<file path="src/rtl/fpu_arb_pkg.sv">
// Shared definitions for the FPU request arbiter: FPU opcodes, FSM states
// and the latched request record.
package fpu_arb_pkg;

    localparam logic [1:0] CMD_FPU_ILL = 2'b00;
    localparam logic [1:0] CMD_FPU_ADD = 2'b01;
    localparam logic [1:0] CMD_FPU_MUL = 2'b10;
    localparam logic [1:0] CMD_FPU_DIV = 2'b11;

    typedef enum logic [1:0] {
        IDLE,
        ISSUE,
        RESP
    } arb_state_t;

    typedef struct packed {
        logic [1:0]  cmd;
        logic [31:0] din1;
        logic [31:0] din2;
    } req_t;

    function automatic logic cmd_is_legal(input logic [1:0] cmd);
        return cmd != CMD_FPU_ILL;
    endfunction

endpackage

</file>
<file path="src/rtl/fpu_rr_picker.sv">
// Combinational round-robin picker: first requester at or after
// last_grant+1 (with wrap-around) wins.
module fpu_rr_picker #(
    parameter int unsigned NREQ = 4,
    parameter int unsigned IDW  = 2
) (
    input  logic [NREQ-1:0] req,
    input  logic [IDW-1:0]  last_grant,
    output logic [NREQ-1:0] grant,
    output logic [IDW-1:0]  grant_idx,
    output logic            any
);

    int unsigned cand;

    always_comb begin
        grant     = '0;
        grant_idx = '0;
        any       = 1'b0;
        cand      = 0;
        for (int unsigned k = 1; k <= NREQ; k++) begin
            cand = (32'(last_grant) + k) % NREQ;
            if (!any && req[cand]) begin
                any         = 1'b1;
                grant[cand] = 1'b1;
                grant_idx   = IDW'(cand);
            end
        end
    end

endmodule

</file>
<file path="src/rtl/fpu_req_arbiter.sv">
// Shares one FPU between NREQ requesters: round-robin grant, one operation
// in flight, result returned with requester ID. Optional watchdog: FPU_ARB_TIMEOUT_EN.
module fpu_req_arbiter
    import fpu_arb_pkg::*;
#(
    parameter int unsigned NREQ           = 4,
    parameter int unsigned IDW            = 2,
    parameter int unsigned TIMEOUT_CYCLES = 1024
) (
    input  logic                 clk,
    input  logic                 reset,
    input  logic [NREQ-1:0]      req_valid,
    output logic [NREQ-1:0]      req_ready,
    input  logic [2*NREQ-1:0]    req_cmd,
    input  logic [32*NREQ-1:0]   req_din1,
    input  logic [32*NREQ-1:0]   req_din2,
    output logic [1:0]           fpu_cmd,
    output logic [31:0]          fpu_din1,
    output logic [31:0]          fpu_din2,
    output logic                 fpu_valid,
    input  logic [31:0]          fpu_result,
    input  logic                 fpu_ready,
    output logic                 resp_valid,
    input  logic                 resp_ready,
    output logic [IDW-1:0]       resp_id,
    output logic [31:0]          resp_result,
    output logic                 resp_err,
    output logic                 busy
);

    if (IDW != $clog2(NREQ) || NREQ < 2 || NREQ > 8 || TIMEOUT_CYCLES < 2) begin : g_bad_cfg
        $error("fpu_req_arbiter: illegal NREQ/IDW/TIMEOUT_CYCLES combination");
    end

    arb_state_t      state, state_nxt;
    req_t            op_q;
    req_t            sel_req;
    logic [IDW-1:0]  id_q;
    logic [IDW-1:0]  last_grant;
    logic [31:0]     res_q;
    logic            err_q;
    logic [NREQ-1:0] pick_grant;
    logic [IDW-1:0]  pick_idx;
    logic            pick_any;
    logic            tmo_hit;

    fpu_rr_picker #(
        .NREQ (NREQ),
        .IDW  (IDW)
    ) u_picker (
        .req        (req_valid),
        .last_grant (last_grant),
        .grant      (pick_grant),
        .grant_idx  (pick_idx),
        .any        (pick_any)
    );

    always_comb begin
        sel_req.cmd  = req_cmd[32'(pick_idx) * 2 +: 2];
        sel_req.din1 = req_din1[32'(pick_idx) * 32 +: 32];
        sel_req.din2 = req_din2[32'(pick_idx) * 32 +: 32];
    end

`ifdef FPU_ARB_TIMEOUT_EN
    localparam int unsigned TW = (TIMEOUT_CYCLES > 2) ? $clog2(TIMEOUT_CYCLES) : 1;
    logic [TW-1:0] tmo_cnt;

    // Held at zero outside ISSUE so it is already cleared on ISSUE entry.
    always_ff @(posedge clk or posedge reset) begin
        if (reset) begin
            tmo_cnt <= '0;
        end else if (state == ISSUE) begin
            tmo_cnt <= tmo_cnt + 1'b1;
        end else begin
            tmo_cnt <= '0;
        end
    end

    assign tmo_hit = (state == ISSUE) && !fpu_ready && (tmo_cnt == TW'(TIMEOUT_CYCLES - 1));
`else
    assign tmo_hit = 1'b0;
`endif

    always_comb begin
        state_nxt = state;
        unique case (state)
            IDLE: begin
                if (pick_any) begin
                    state_nxt = cmd_is_legal(sel_req.cmd) ? ISSUE : RESP;
                end
            end
            ISSUE: begin
                if (fpu_ready || tmo_hit) begin
                    state_nxt = RESP;
                end
            end
            RESP: begin
                if (resp_ready) begin
                    state_nxt = IDLE;
                end
            end
            default: state_nxt = IDLE;
        endcase
    end

    always_ff @(posedge clk or posedge reset) begin
        if (reset) begin
            state      <= IDLE;
            op_q       <= '0;
            id_q       <= '0;
            last_grant <= IDW'(NREQ - 1);
            res_q      <= '0;
            err_q      <= 1'b0;
        end else begin
            state <= state_nxt;
            unique case (state)
                IDLE: begin
                    if (pick_any) begin
                        op_q       <= sel_req;
                        id_q       <= pick_idx;
                        last_grant <= pick_idx;
                        res_q      <= '0;
                        err_q      <= !cmd_is_legal(sel_req.cmd);
                    end
                end
                ISSUE: begin
                    if (fpu_ready) begin
                        res_q <= fpu_result;
                        err_q <= 1'b0;
                    end else if (tmo_hit) begin
                        res_q <= '1;
                        err_q <= 1'b1;
                    end
                end
                default: ;
            endcase
        end
    end

    // Reset gating keeps the grant pulse low while reset is held in IDLE.
    always_comb begin
        req_ready = '0;
        if (state == IDLE && !reset) begin
            req_ready = pick_grant;
        end
    end

    assign fpu_valid   = (state == ISSUE);
    assign fpu_cmd     = op_q.cmd;
    assign fpu_din1    = op_q.din1;
    assign fpu_din2    = op_q.din2;
    assign resp_valid  = (state == RESP);
    assign resp_id     = id_q;
    assign resp_result = res_q;
    assign resp_err    = err_q;
    assign busy        = (state != IDLE);

endmodule
</file>
<file path="config.mk">
export PLATFORM = sky130hd
export DESIGN_NAME = fpu_req_arbiter
export DESIGN_NICKNAME = d
export VERILOG_FILES = /design/src/rtl/fpu_arb_pkg.sv /design/src/rtl/fpu_rr_picker.sv /design/src/rtl/fpu_req_arbiter.sv
export SDC_FILE = /design/constraint.sdc
export NUM_CORES = 1
export LEC_CHECK = 0
export CORE_AREA = 4 4 159 161
export DETAILED_ROUTE_END_ITERATION = 8
export DIE_AREA = 0 0 163 165
export PLACE_DENSITY = 0.68
export SLEW_MARGIN = 20
export SYNTH_ARGS = -nofsm -noshare
export SYNTH_HDL_FRONTEND = slang
export SYNTH_SLANG_ARGS = --single-unit
</file>
<file path="constraint.sdc">
create_clock -name clk -period 6.75 [get_ports clk]
set_input_delay 2.025 -clock clk [delete_from_list [all_inputs] [get_ports clk]]
set_output_delay 2.025 -clock clk [all_outputs]
set_load 0.03 [all_outputs]
</file>
; ---- Yosys cells after proc, flatten, opt, wreduce, memory -nomap -nowiden
; Cells that the tools add are included.
[totals]
mem_bits_rw = 0
reg_bits = 105
n_memories = 0
output_inout_bits = 108
rom_bits = 0
inputBits = 304
latch_bits = 0
elab_cells = 91
[op_classes]
addsub = 4
n_eq_ne = 5
bitwise = 3
mux = 40
div_mod_pow = 0
reduce_logical = 20
order_cmp = 8
multipliers = 0
n_shift = 3
[ops]
columns = cell, count
row1 = $shiftx A128 B8 Y32, 2
row2 = $mux W32, 2
row3 = $pmux W32 S2, 1
row4 = $mux W4, 5
row5 = $mux W2, 8
row6 = $mux W1, 14
row7 = $lt A2 B3 Y1 const B, 4
row8 = $or A4 B4 Y4, 3
row9 = $bmux W1 S2, 4
row10 = $demux W1 S2, 4
row11 = $ge A2 B1 Y1 const B, 4
row12 = $logic_and A1 B1 Y1, 8
row13 = $shiftx A8 B4 Y2, 1
row14 = $pmux W2 S3, 1
row15 = $reduce_and A3 Y1, 2
row16 = $reduce_bool A2 Y1, 3
row17 = $logic_not A1 Y1, 5
row18 = $add A2 B1 Y2 const B, 2
row19 = $add A2 B2 Y2 const B, 2
row20 = $ne A2 B1 Y1 const B, 2
row21 = $eq A2 B1 Y1 const B, 1
row22 = $eq A2 B2 Y1 const B, 1
row23 = $logic_not A2 Y1, 1
row24 = $ne A2 B2 Y1 const B, 1
row25 = other kinds (2), 2

; ---- Logic depth before layout (Yosys ltp)
; Gate-level depths: netlist (run 1).
[depth]
depth_word = 18
mapped_depth = 15
depth_no_buf = 9

; ---- Hierarchy
; From an unflattened synthesis (run 1), not the netlist that was laid out.
[hier_totals]
hier_cells = 391
hier_area_um2 = 6193.4
[modules_own_cells]
columns = mod, area_per_inst_um2, cells_per_inst, instances
row1 = fpu_req_arbiter, 5667.9, 323, 1
row2 = fpu_rr_picker, 525.5, 68, 1

; ---- Worst setup path before layout (run 1)
; OpenSTA, ideal clock, no wires.
[synth_path]
path_kind = input to output
startpoint = in reset
endpoint = out req_ready[0]
arrival_ps = 5132
path_slack_ps = -407
path_stages = 3
t_required_ps = 4725
path_buffers = 0
cell_sequence = inv_1 > nand2_1 > nor2_1
[synth_via]
elab_chain_cells = 3
[synth_rtl]
columns = item, line_no
row1 = from (decl), fpu_req_arbiter.sv:11  ; input logic reset,
row2 = $logic_not A1 Y1, fpu_req_arbiter.sv:143  ; if (state == IDLE && !reset) begin
row3 = $logic_and A1 B1 Y1, fpu_req_arbiter.sv:143
row4 = $mux W4, fpu_req_arbiter.sv:143
row5 = to (decl), fpu_req_arbiter.sv:13  ; output logic [NREQ-1:0] req_ready,
; No other way between the ends.

; ---- Worst setup path after layout (run 1)
[layout_path]
startpoint = in req_valid[0]
endpoint = out req_ready[0]
[layout_via]
elab_chain_cells = 13
word_cells_on_any_way = 25
[layout_rtl]
columns = item, line_no
row1 = from (decl), fpu_req_arbiter.sv:12  ; input logic [NREQ-1:0] req_valid,
row2 = $bmux W1 S2, fpu_rr_picker.sv:23  ; if (!any && req[cand]) begin
row3 = $mux W1 (implied by the code), fpu_rr_picker.sv:23
row4 = $mux W1, fpu_rr_picker.sv:23
row5 = $logic_not A1 Y1, fpu_rr_picker.sv:23
row6 = $logic_and A1 B1 Y1, fpu_rr_picker.sv:23
row7 = $mux W1, fpu_rr_picker.sv:23
row8 = $logic_not A1 Y1, fpu_rr_picker.sv:23
row9 = $logic_and A1 B1 Y1, fpu_rr_picker.sv:23
row10 = $mux W1, fpu_rr_picker.sv:23
row11 = $logic_not A1 Y1, fpu_rr_picker.sv:23
row12 = $logic_and A1 B1 Y1, fpu_rr_picker.sv:23
row13 = $mux W4 (*), fpu_rr_picker.sv:23
row14 = $mux W4 (*), fpu_req_arbiter.sv:143
; Mark *: on every way between the ends. The rest lies on a longest branch, timed or not. The select of a mux whose other input is x is not followed.

==> flow_metrics.py, run 1 <==
metrics = {
    "cells_and_area": {
        "antennaDiodeCount": 0,
        "seq_area_mm2": 0.002630,
        "multiInputGateArea_mm2": 0.003802,
        "nFillCells": 2287,
        "area.growth.synth_to_final_pct": 65.81,
        "final_core_utilization_pct": 47.60,
        "final_net_count": 1345,
        "final_layout_size_suffix_gt1_share_pct": 11.18,
        "layout.cell_area.non_filler_mm2": 0.01141,
    },
    "worst_setup_path": {
        "startpoint_type": "input pin",
        "timing.rr.end": "fpu_din1[2]",
        "ff2ff_setup_slack_ns": 2.33,
        "critPathLaunch": "req_valid[0]",
        "worst_setup_path_endpoint": "req_ready[0]",
        "r2r.worst_path.cells": 12,
        "crit_fanout": 10,
        "critical_path_required_ns": 4.72,
        "critPathCaptureType": "output port",
        "rr_startpoint": "last_grant[0]",
        "timing_worst_setup_path_type": "in2out",
        "critPathArrivalTime_ns": 4.19,
    },
    "run_status": {
        "run_status": "finished, final reports clean",
    },
    "synth": {
        "syn-cell-area_mm2": 0.006879,
        "synth_top_cell_by_area": "sky130_fd_sc_hd__dfrtp_1",
        "post-synth-top-count-cell": "sky130_fd_sc_hd__nand2_1",
        "ys_ff_latch": 105,
        "synth-edff-count": 0,
        "synth_sequential_area_ratio_pct": 38.23,
        "synthesis.area_per_instance_um2": 10.53,
        "synth_top_cells_by_area": "sky130_fd_sc_hd__dfrtp_1 37%, sky130_fd_sc_hd__mux2i_1 19%, sky130_fd_sc_hd__o221ai_2 13%",
        "ys_warn_count": 0,
        "synth_ff_type": "sky130_fd_sc_hd__dfrtp_1",
        "synthesis.instances": 653,
        "synth.lib_cells_used.distinct": 50,
        "mappedNetlistNets": 965,
        "synthTopCellsByCount": "146 x sky130_fd_sc_hd__nand2_1, 130 x sky130_fd_sc_hd__mux2i_1, 103 x sky130_fd_sc_hd__dfrtp_1",
        "ys_async_sr_fraction_pct": 100.0,
        "synth_largest_type_area_fraction_pct": 37.47,
    },
    "global_routing": {
        "antenna_found_initial": 0,
        "grt.overflow.total": 0,
        "grt_use_total_pct": 18.43,
        "maximum_number_of_pins_on_one_net_before_global_route_repair": 71,
        "grt_pass1_vias": 6790,
        "global_route_wire_length_before_repair_um": 38870,
    },
    "place": {
        "gp_congestion": 0.7886,
        "detailedPlace.worstSlack_ns": 0.5607,
        "place_area_mm2": 0.01112,
        "post-dp-hpwl_um": 20270,
        "portBuffers": 411,
    },
    "power": {
        "clkPwrFrac_pct": 8.5,
        "combinational_fraction_of_design_power_pct": 72.6,
        "power_report.internal_total_w": 0.003082,
        "power.static_leakage_nw": 4.999,
        "pwr_dens_mw_per_mm2": 535.0,
        "sw_frac_of_total_pct": 49.49,
        "worst_ir_drop_vdd_v": 0.0004172,
        "netSwitchingPower_w": 0.003021,
        "p_seq_share_pct": 18.8,
    },
    "detailed_routing": {
        "drc": 0,
        "drt_total_wl_um": 26330,
        "vias": 6542,
        "wire_per_inst_um": 19.33,
        "drt_pass1_iterations": 4,
        "route.detailed.vias_per_inst": 4.803,
        "drt_first_iter_violations": 265,
        "postRouteAntennaNets": 0,
    },
    "flow_run": {
        "maxCapViolations": 0,
    },
    "timing": {
        "finalSetupTns_ns": 0,
        "slew_viol_final": 0,
        "slew-limit-headroom_pct": 27.27,
        "tightestPinTransition_ns": 1.091,
        "setup-violations-final": 0,
        "final_min_period_over_clock_period_pct": 92.08,
        "post_layout_min_period_ns": 6.216,
        "worst_slack_ns": 0.5344,
        "hold_slack_ns": 0.4639,
        "fmaxAchievable_ghz": 0.1609,
        "timing_hold_violations_final": 0,
        "worst_clock_skew_ns": 0.01666,
        "rsz_0062_raised_after_global_routing": "false",
    },
    "cts": {
        "cts_max_path_buffers": 2,
        "tritoncts": "yes",
        "number_of_clock_buffers_inserted_by_tritoncts": 9,
        "htreeDepth": 3,
        "total_of_hold_buffers_inserted_after_clock_tree_synthesis": 0,
        "cts_post_setup_buffers_inserted": 0,
        "reg_clk_slew_reported_paths_ns": 0.07,
        "tritoncts_num_sinks": 105,
        "post_cts.resized_instances": 0,
        "worst_skew_pair.late_latency_ns": 0.36,
        "clk_root_buffer_cell": "sky130_fd_sc_hd__clkbuf_16",
    },
    "die": {
        "die_span_y_um": 165,
        "design.core.area_mm2": 0.02396,
        "initial_utilization_pct": 28.71,
        "die_area_mm2": 0.02690,
        "boundaryPins": 412,
        "fp.dieW_um": 163,
        "core.rowCount": 57,
    },
    "worst_hold_path": {
        "min-delay-path-class": "reg2reg",
    },
}
## cells by family after synthesis
logic type / Yosys count / share of synthesized area (%)
AOI/OAI and AO/OA: 108 / 18.53
buffers and inverters: 66 / 6.766
and+or+nand+nor: 229 / 14.30
muxes: 137 / 20.72
DFF: 105 / 38.23
adders and majority gates: 8 / 1.455
## cells in the final DEF, fill, tap and decap left out, drive strengths merged, types with 6 or more instances in the layout
| cell type | n |
|---|---|
| a21oi | 7 |
| buf | 18 |
| clkbuf | 10 |
| clkdlybuf4s50 | 407 |
| dfrtp | 103 |
| ha | 8 |
| inv | 12 |
| mux2i | 130 |
| nand2 | 147 |
| nand3 | 35 |
| nor2 | 28 |
| nor2b | 6 |
| o21ai | 8 |
| o221ai | 64 |
## power by group through the flow
stage	combinational (W)	sequential, W	clock (W)
after floorplan	0.00267	0.00174	0
after global placement	0.00445	0.00115	0
after detailed placement	0.00449	0.00116	0
after CTS	0.00449	0.00115	0.000540
after global routing	0.00476	0.00119	0.000560
final	0.00443	0.00115	0.000521
## worst max-delay path, cell delays in order
cell and delay, ns:
sky130_fd_sc_hd__clkdlybuf4s50_1 0.56, sky130_fd_sc_hd__mux4_2 0.59, sky130_fd_sc_hd__nand2b_4 0.19, sky130_fd_sc_hd__nor3_1 0.38
sky130_fd_sc_hd__a221oi_1 0.15, sky130_fd_sc_hd__nor2_1 0.12, sky130_fd_sc_hd__buf_4 0.17
## worst min path at each step
stage,from,to,slack (ns),cells past startpoint
after global routing,resp_result[5],resp_result[5],0.49,2
after floorplan,last_grant[1],last_grant[1],0.62,2
after detailed placement,resp_result[20],resp_result[20],0.45,2
after global placement,resp_result[4],resp_result[4],0.45,2
after CTS,resp_result[20],resp_result[20],0.47,2
final,resp_result[20],resp_result[20],0.46,2
## metal layers
layer	up-vias	GRT usage (%)	share of wire [%]
met4	0	4.156	1.5
met1	3099	22.41	39
met2	257	31.79	50
met5	-	0	0
met3	27	6.139	9.1
li1	3159	-	-
## registers in the layout, summed over array words and instances, names as in the netlist
| name | flops |
|---|---|
| fpu_cmd | 2 |
| fpu_din1 | 32 |
| fpu_din2 | 32 |
| last_grant | 2 |
| resp_err | 1 |
| resp_id | 2 |
| resp_result | 32 |
| state | 2 |
## per-stage QoR
| stage | cells | total power (W) |
|---|---|---|
| 2_1_floorplan | 653 | 0.004417 |
| 3_3_place_gp | 1346 | 0.005598 |
| 3_5_place_dp | 1346 | 0.005646 |
| 4_1_cts | 1362 | 0.006185 |
| 5_1_grt | 1362 | 0.006509 |
| 6_report | 1362 | 0.006103 |
## final cells by class
| cell class | instances | share of cell area, % |
|---|---|---|
| timing repair buffer | 425 | 37.23 |
| multi-input combinational | 482 | 33.34 |
| sequential | 105 | 23.06 |
| tap | 324 | 3.554 |
| clock buffer | 10 | 2.007 |
| clock inverter | 6 | 0.4498 |
| inverter | 10 | 0.3620 |
(Power assumes the default switching activity.)
==> run 2: changes to the inputs <==
--- a/config.mk
+++ b/config.mk
@@ -5,11 +5,12 @@
 export SDC_FILE = /design/constraint.sdc
 export NUM_CORES = 1
 export LEC_CHECK = 0
-export CORE_AREA = 4 4 159 161
+export CORE_AREA = 4 4 160 162
 export DETAILED_ROUTE_END_ITERATION = 8
-export DIE_AREA = 0 0 163 165
-export PLACE_DENSITY = 0.68
+export DIE_AREA = 0 0 164 166
+export PLACE_DENSITY = 0.64
 export SLEW_MARGIN = 20
 export SYNTH_ARGS = -nofsm -noshare
 export SYNTH_HDL_FRONTEND = slang
+export SYNTH_HIERARCHICAL = 1
 export SYNTH_SLANG_ARGS = --single-unit
==> run 2 against run 1 <==
Final area fell by 4.8%. Non-clock buffer count decreased by 4. Final cell count decreased by 18%. Routed wire length decreased by 11%. Sequential share of layout area rose by 1.2 points. Clock-buffer cell count is 1 higher. First-iteration DRC count is 11% lower. Clock skew shrank 0.010 ns. Total power decreased by 11%. Sequential power about the same. Area after synthesis shrank 10%.
==> flow_metrics.py, run 2 <==
metrics = {
    "run_status": {
        "run_status": "finished, final reports clean",
    },
    "cts": {
        "number_of_clock_buffers_inserted_by_tritoncts": 9,
        "post_cts.resized_instances": 0,
        "htreeDepth": 3,
        "tritoncts": "yes",
        "worst_skew_pair.late_latency_ns": 0.34,
        "tritoncts_num_sinks": 105,
        "total_of_hold_buffers_inserted_after_clock_tree_synthesis": 0,
        "cts_max_path_buffers": 2,
        "reg_clk_slew_reported_paths_ns": 0.07,
        "clk_root_buffer_cell": "sky130_fd_sc_hd__clkbuf_16",
        "cts_post_setup_buffers_inserted": 0,
    },
    "worst_setup_path": {
        "path_common_cell": "sky130_fd_sc_hd__clkdlybuf4s50_1",
        "timing_worst_setup_path_type": "in2out",
        "rr_startpoint": "last_grant[0]",
        "critPathBufInv": 2,
        "critPathArrivalTime_ns": 4.48,
        "ff2ff_setup_slack_ns": 3.05,
        "critical-path-max-stage-delay_ns": 0.67,
        "timing.rr.end": "fpu_din2[20]",
        "crit_path_top_delay_cell": "sky130_fd_sc_hd__clkdlybuf4s50_1",
        "startpoint_type": "input pin",
        "crit_fanout": 8,
        "cp_cell_sequence": "clkdlybuf4s50_1 > or3b_1 > o21ai_1 > a21oi_1 > o22ai_2 > a221o_1 > and2_1 > clkdlybuf4s50_1",
        "worst_path_dominant_cell_family": "buffers and inverters",
        "critical_path_required_ns": 4.72,
        "r2r.worst_path.cells": 8,
        "critPathCaptureType": "output port",
    },
    "cells_and_area": {
        "layout_common_cells": "411 x sky130_fd_sc_hd__clkdlybuf4s50_1, 103 x sky130_fd_sc_hd__dfrtp_1, 65 x sky130_fd_sc_hd__mux4_2",
        "area.growth.synth_to_final_pct": 75.31,
        "antennaDiodeCount": 0,
        "final_layout_size_suffix_gt1_share_pct": 21.94,
        "mostFrequentLayoutCell": "sky130_fd_sc_hd__clkdlybuf4s50_1",
        "final_net_count": 1100,
    },
    "global_routing": {
        "globalRouteMet1Util_pct": 19.35,
        "grt.overflow.total": 0,
        "groute.layer.met3.usage_pct": 6.155,
        "use_met2_pct": 28.64,
        "maximum_number_of_pins_on_one_net_before_global_route_repair": 75,
        "grt_use_total_pct": 16.54,
        "grt_most_used_layer": "met2",
        "global_route_wire_length_before_repair_um": 34120,
        "grt_pass1_vias": 5583,
        "antenna_found_initial": 1,
    },
    "synth": {
        "synth_top_cell_by_area": "sky130_fd_sc_hd__dfrtp_1",
        "synth-edff-count": 0,
        "synth_compound_area_share_pct": 8.162,
        "synth_largest_type_area_fraction_pct": 41.62,
        "synth.area.mux_share_pct": 40.20,
        "mappedNetlistNets": 703,
        "synthesis.instances": 391,
        "synth_ff_type": "sky130_fd_sc_hd__dfrtp_1",
        "ys_ff_latch": 105,
        "synthXorXnorAreaFrac_pct": 0,
        "ys_async_sr_fraction_pct": 100.0,
        "syn-cell-area_mm2": 0.006193,
        "synth_sequential_area_ratio_pct": 42.46,
        "synth_top_cells_by_area": "sky130_fd_sc_hd__dfrtp_1 42%, sky130_fd_sc_hd__mux4_2 24%, sky130_fd_sc_hd__mux2_4 9.2%",
        "synthTopCellsByCount": "103 x sky130_fd_sc_hd__dfrtp_1, 65 x sky130_fd_sc_hd__mux4_2, 38 x sky130_fd_sc_hd__mux2_4",
        "synthSimpleGateAreaFrac_pct": 2.889,
        "synth.lib_cells_used.distinct": 46,
        "ys_warn_count": 6,
        "synth_adder_area_share_pct": 1.616,
        "synthesis.area_per_instance_um2": 15.84,
        "post-synth-top-count-cell": "sky130_fd_sc_hd__dfrtp_1",
        "dominant_combinational_cell_family_by_area_after_synthesis": "multiplexers",
    },
    "power": {
        "post-layout-total-power_w": 0.005430,
        "pwr_dens_mw_per_mm2": 500.1,
        "worst_ir_drop_vdd_v": 0.0003078,
        "power.static_leakage_nw": 4.280,
    },
    "timing": {
        "slew-limit-headroom_pct": 36.58,
        "fmaxAchievable_ghz": 0.1537,
        "final_min_period_over_clock_period_pct": 96.38,
        "finalSetupTns_ns": 0,
        "hold_slack_ns": 0.5006,
        "post_layout_min_period_ns": 6.506,
        "setup-violations-final": 0,
        "timing_hold_violations_final": 0,
        "tightestPinTransition_ns": 0.9513,
        "rsz_0062_raised_after_global_routing": "false",
        "worst_clock_skew_ns": 0.006508,
        "slew_viol_final": 0,
    },
    "worst_hold_path": {
        "holdPathEnd": "resp_result[25]",
        "holdCritStartpoint": "resp_result[25]",
        "worstHoldPathCells": 1,
        "min-delay-path-class": "reg2reg",
    },
    "die": {
        "initial_utilization_pct": 25.69,
        "die_area_mm2": 0.02722,
        "boundaryPins": 412,
        "core.rowCount": 57,
        "fp.dieW_um": 164,
        "die_span_y_um": 166,
        "design.core.area_mm2": 0.02411,
    },
    "place": {
        "post-dp-hpwl_um": 18760,
        "portBuffers": 411,
        "gp_congestion": 0.8548,
    },
    "detailed_routing": {
        "vias": 5194,
        "drt_total_wl_um": 23540,
        "postRouteAntennaNets": 0,
        "wire_per_inst_um": 21.08,
        "drt_first_iter_violations": 236,
        "drc": 0,
        "route.detailed.vias_per_inst": 4.650,
        "drt_pass1_iterations": 4,
    },
    "flow_run": {
        "maxCapViolations": 0,
    },
}
==> run 2: layout make-up <==
| class | instances | area, um2 |
|---|---|---|
| Clock buffer | 11 | 232.7 |
| Clock inverter | 5 | 42.54 |
| Fill cell | 2237 | 13250 |
| Inverter | 7 | 28.78 |
| Multi-Input combinational cell | 244 | 3292 |
| Sequential cell | 105 | 2630 |
| Tap cell | 324 | 405.4 |
| Timing Repair Buffer | 421 | 4227 |
==> run 2: cell families (layout without fill, tap and decap cells) <==
family | count (synthesis) | count (layout)
AO/OA/AOI/OAI | 60 | 60
adder cells (fa/ha/maj) | 8 | 8
buffers and inverters | 42 | 444
flip-flops | 105 | 105
multiplexers | 140 | 140
AND/OR/NAND/NOR | 36 | 36
==> run 2: report_power, final <==
part / total, W / internal, W / switching [W]
combinational: 0.00377 / 0.00199 / 0.00178
sequential: 0.00116 / 0.000957 / 0.000204
clock: 0.000501 / 0.000254 / 0.000246
total: 0.00543 / 0.00320 / 0.00223
==> run 2: worst max path at each step <==
stage                       startpoint  slack [ns]      endpoint  cells after the start
after floorplan           req_valid[0]        1.38  req_ready[0]                      5
after global placement    req_valid[3]        0.31  req_ready[1]                      8
final                     req_valid[3]        0.24  req_ready[3]                      8
after global routing      req_valid[3]        0.14  req_ready[2]                      8
after CTS                 req_valid[3]        0.27  req_ready[3]                      8
after detailed placement  req_valid[3]        0.27  req_ready[3]                      8
==> run 2: routing by layer <==
metal | part of all wire, % | wire length, um | vias up
li1 | - | - | 2341
met1 | 38 | 8884 | 2551
met2 | 51 | 11900 | 278
met3 | 10 | 2361 | 22
met4 | 1.6 | 379 | 2
met5 | 0.055 | 13 | -
==> run 2: stage by stage <==
step / setup WS, ns / cell area, um2 / utilization [%] / std cells
after floorplan: 1.379 / 6193 / - / 391
final: 0.2445 / 10860 / 45.04 / 1117
after detailed placement: 0.2738 / 10580 / 43.90 / 1101
after global placement: 0.3149 / 10580 / 43.90 / 1101
after CTS: 0.2717 / 10860 / 45.04 / 1117
after global routing: 0.1385 / 10860 / 45.04 / 1117
==> run 3: changes to the inputs <==
--- a/config.mk
+++ b/config.mk
@@ -9,6 +9,7 @@
 export DETAILED_ROUTE_END_ITERATION = 8
 export DIE_AREA = 0 0 164 166
 export PLACE_DENSITY = 0.64
+export SKIP_CTS_REPAIR_TIMING = 1
 export SLEW_MARGIN = 20
 export SYNTH_ARGS = -nofsm -noshare
 export SYNTH_HDL_FRONTEND = slang
==> results of run 3 <==
Same layout as run 2: the final DEF is identical, and so are final timing and power.
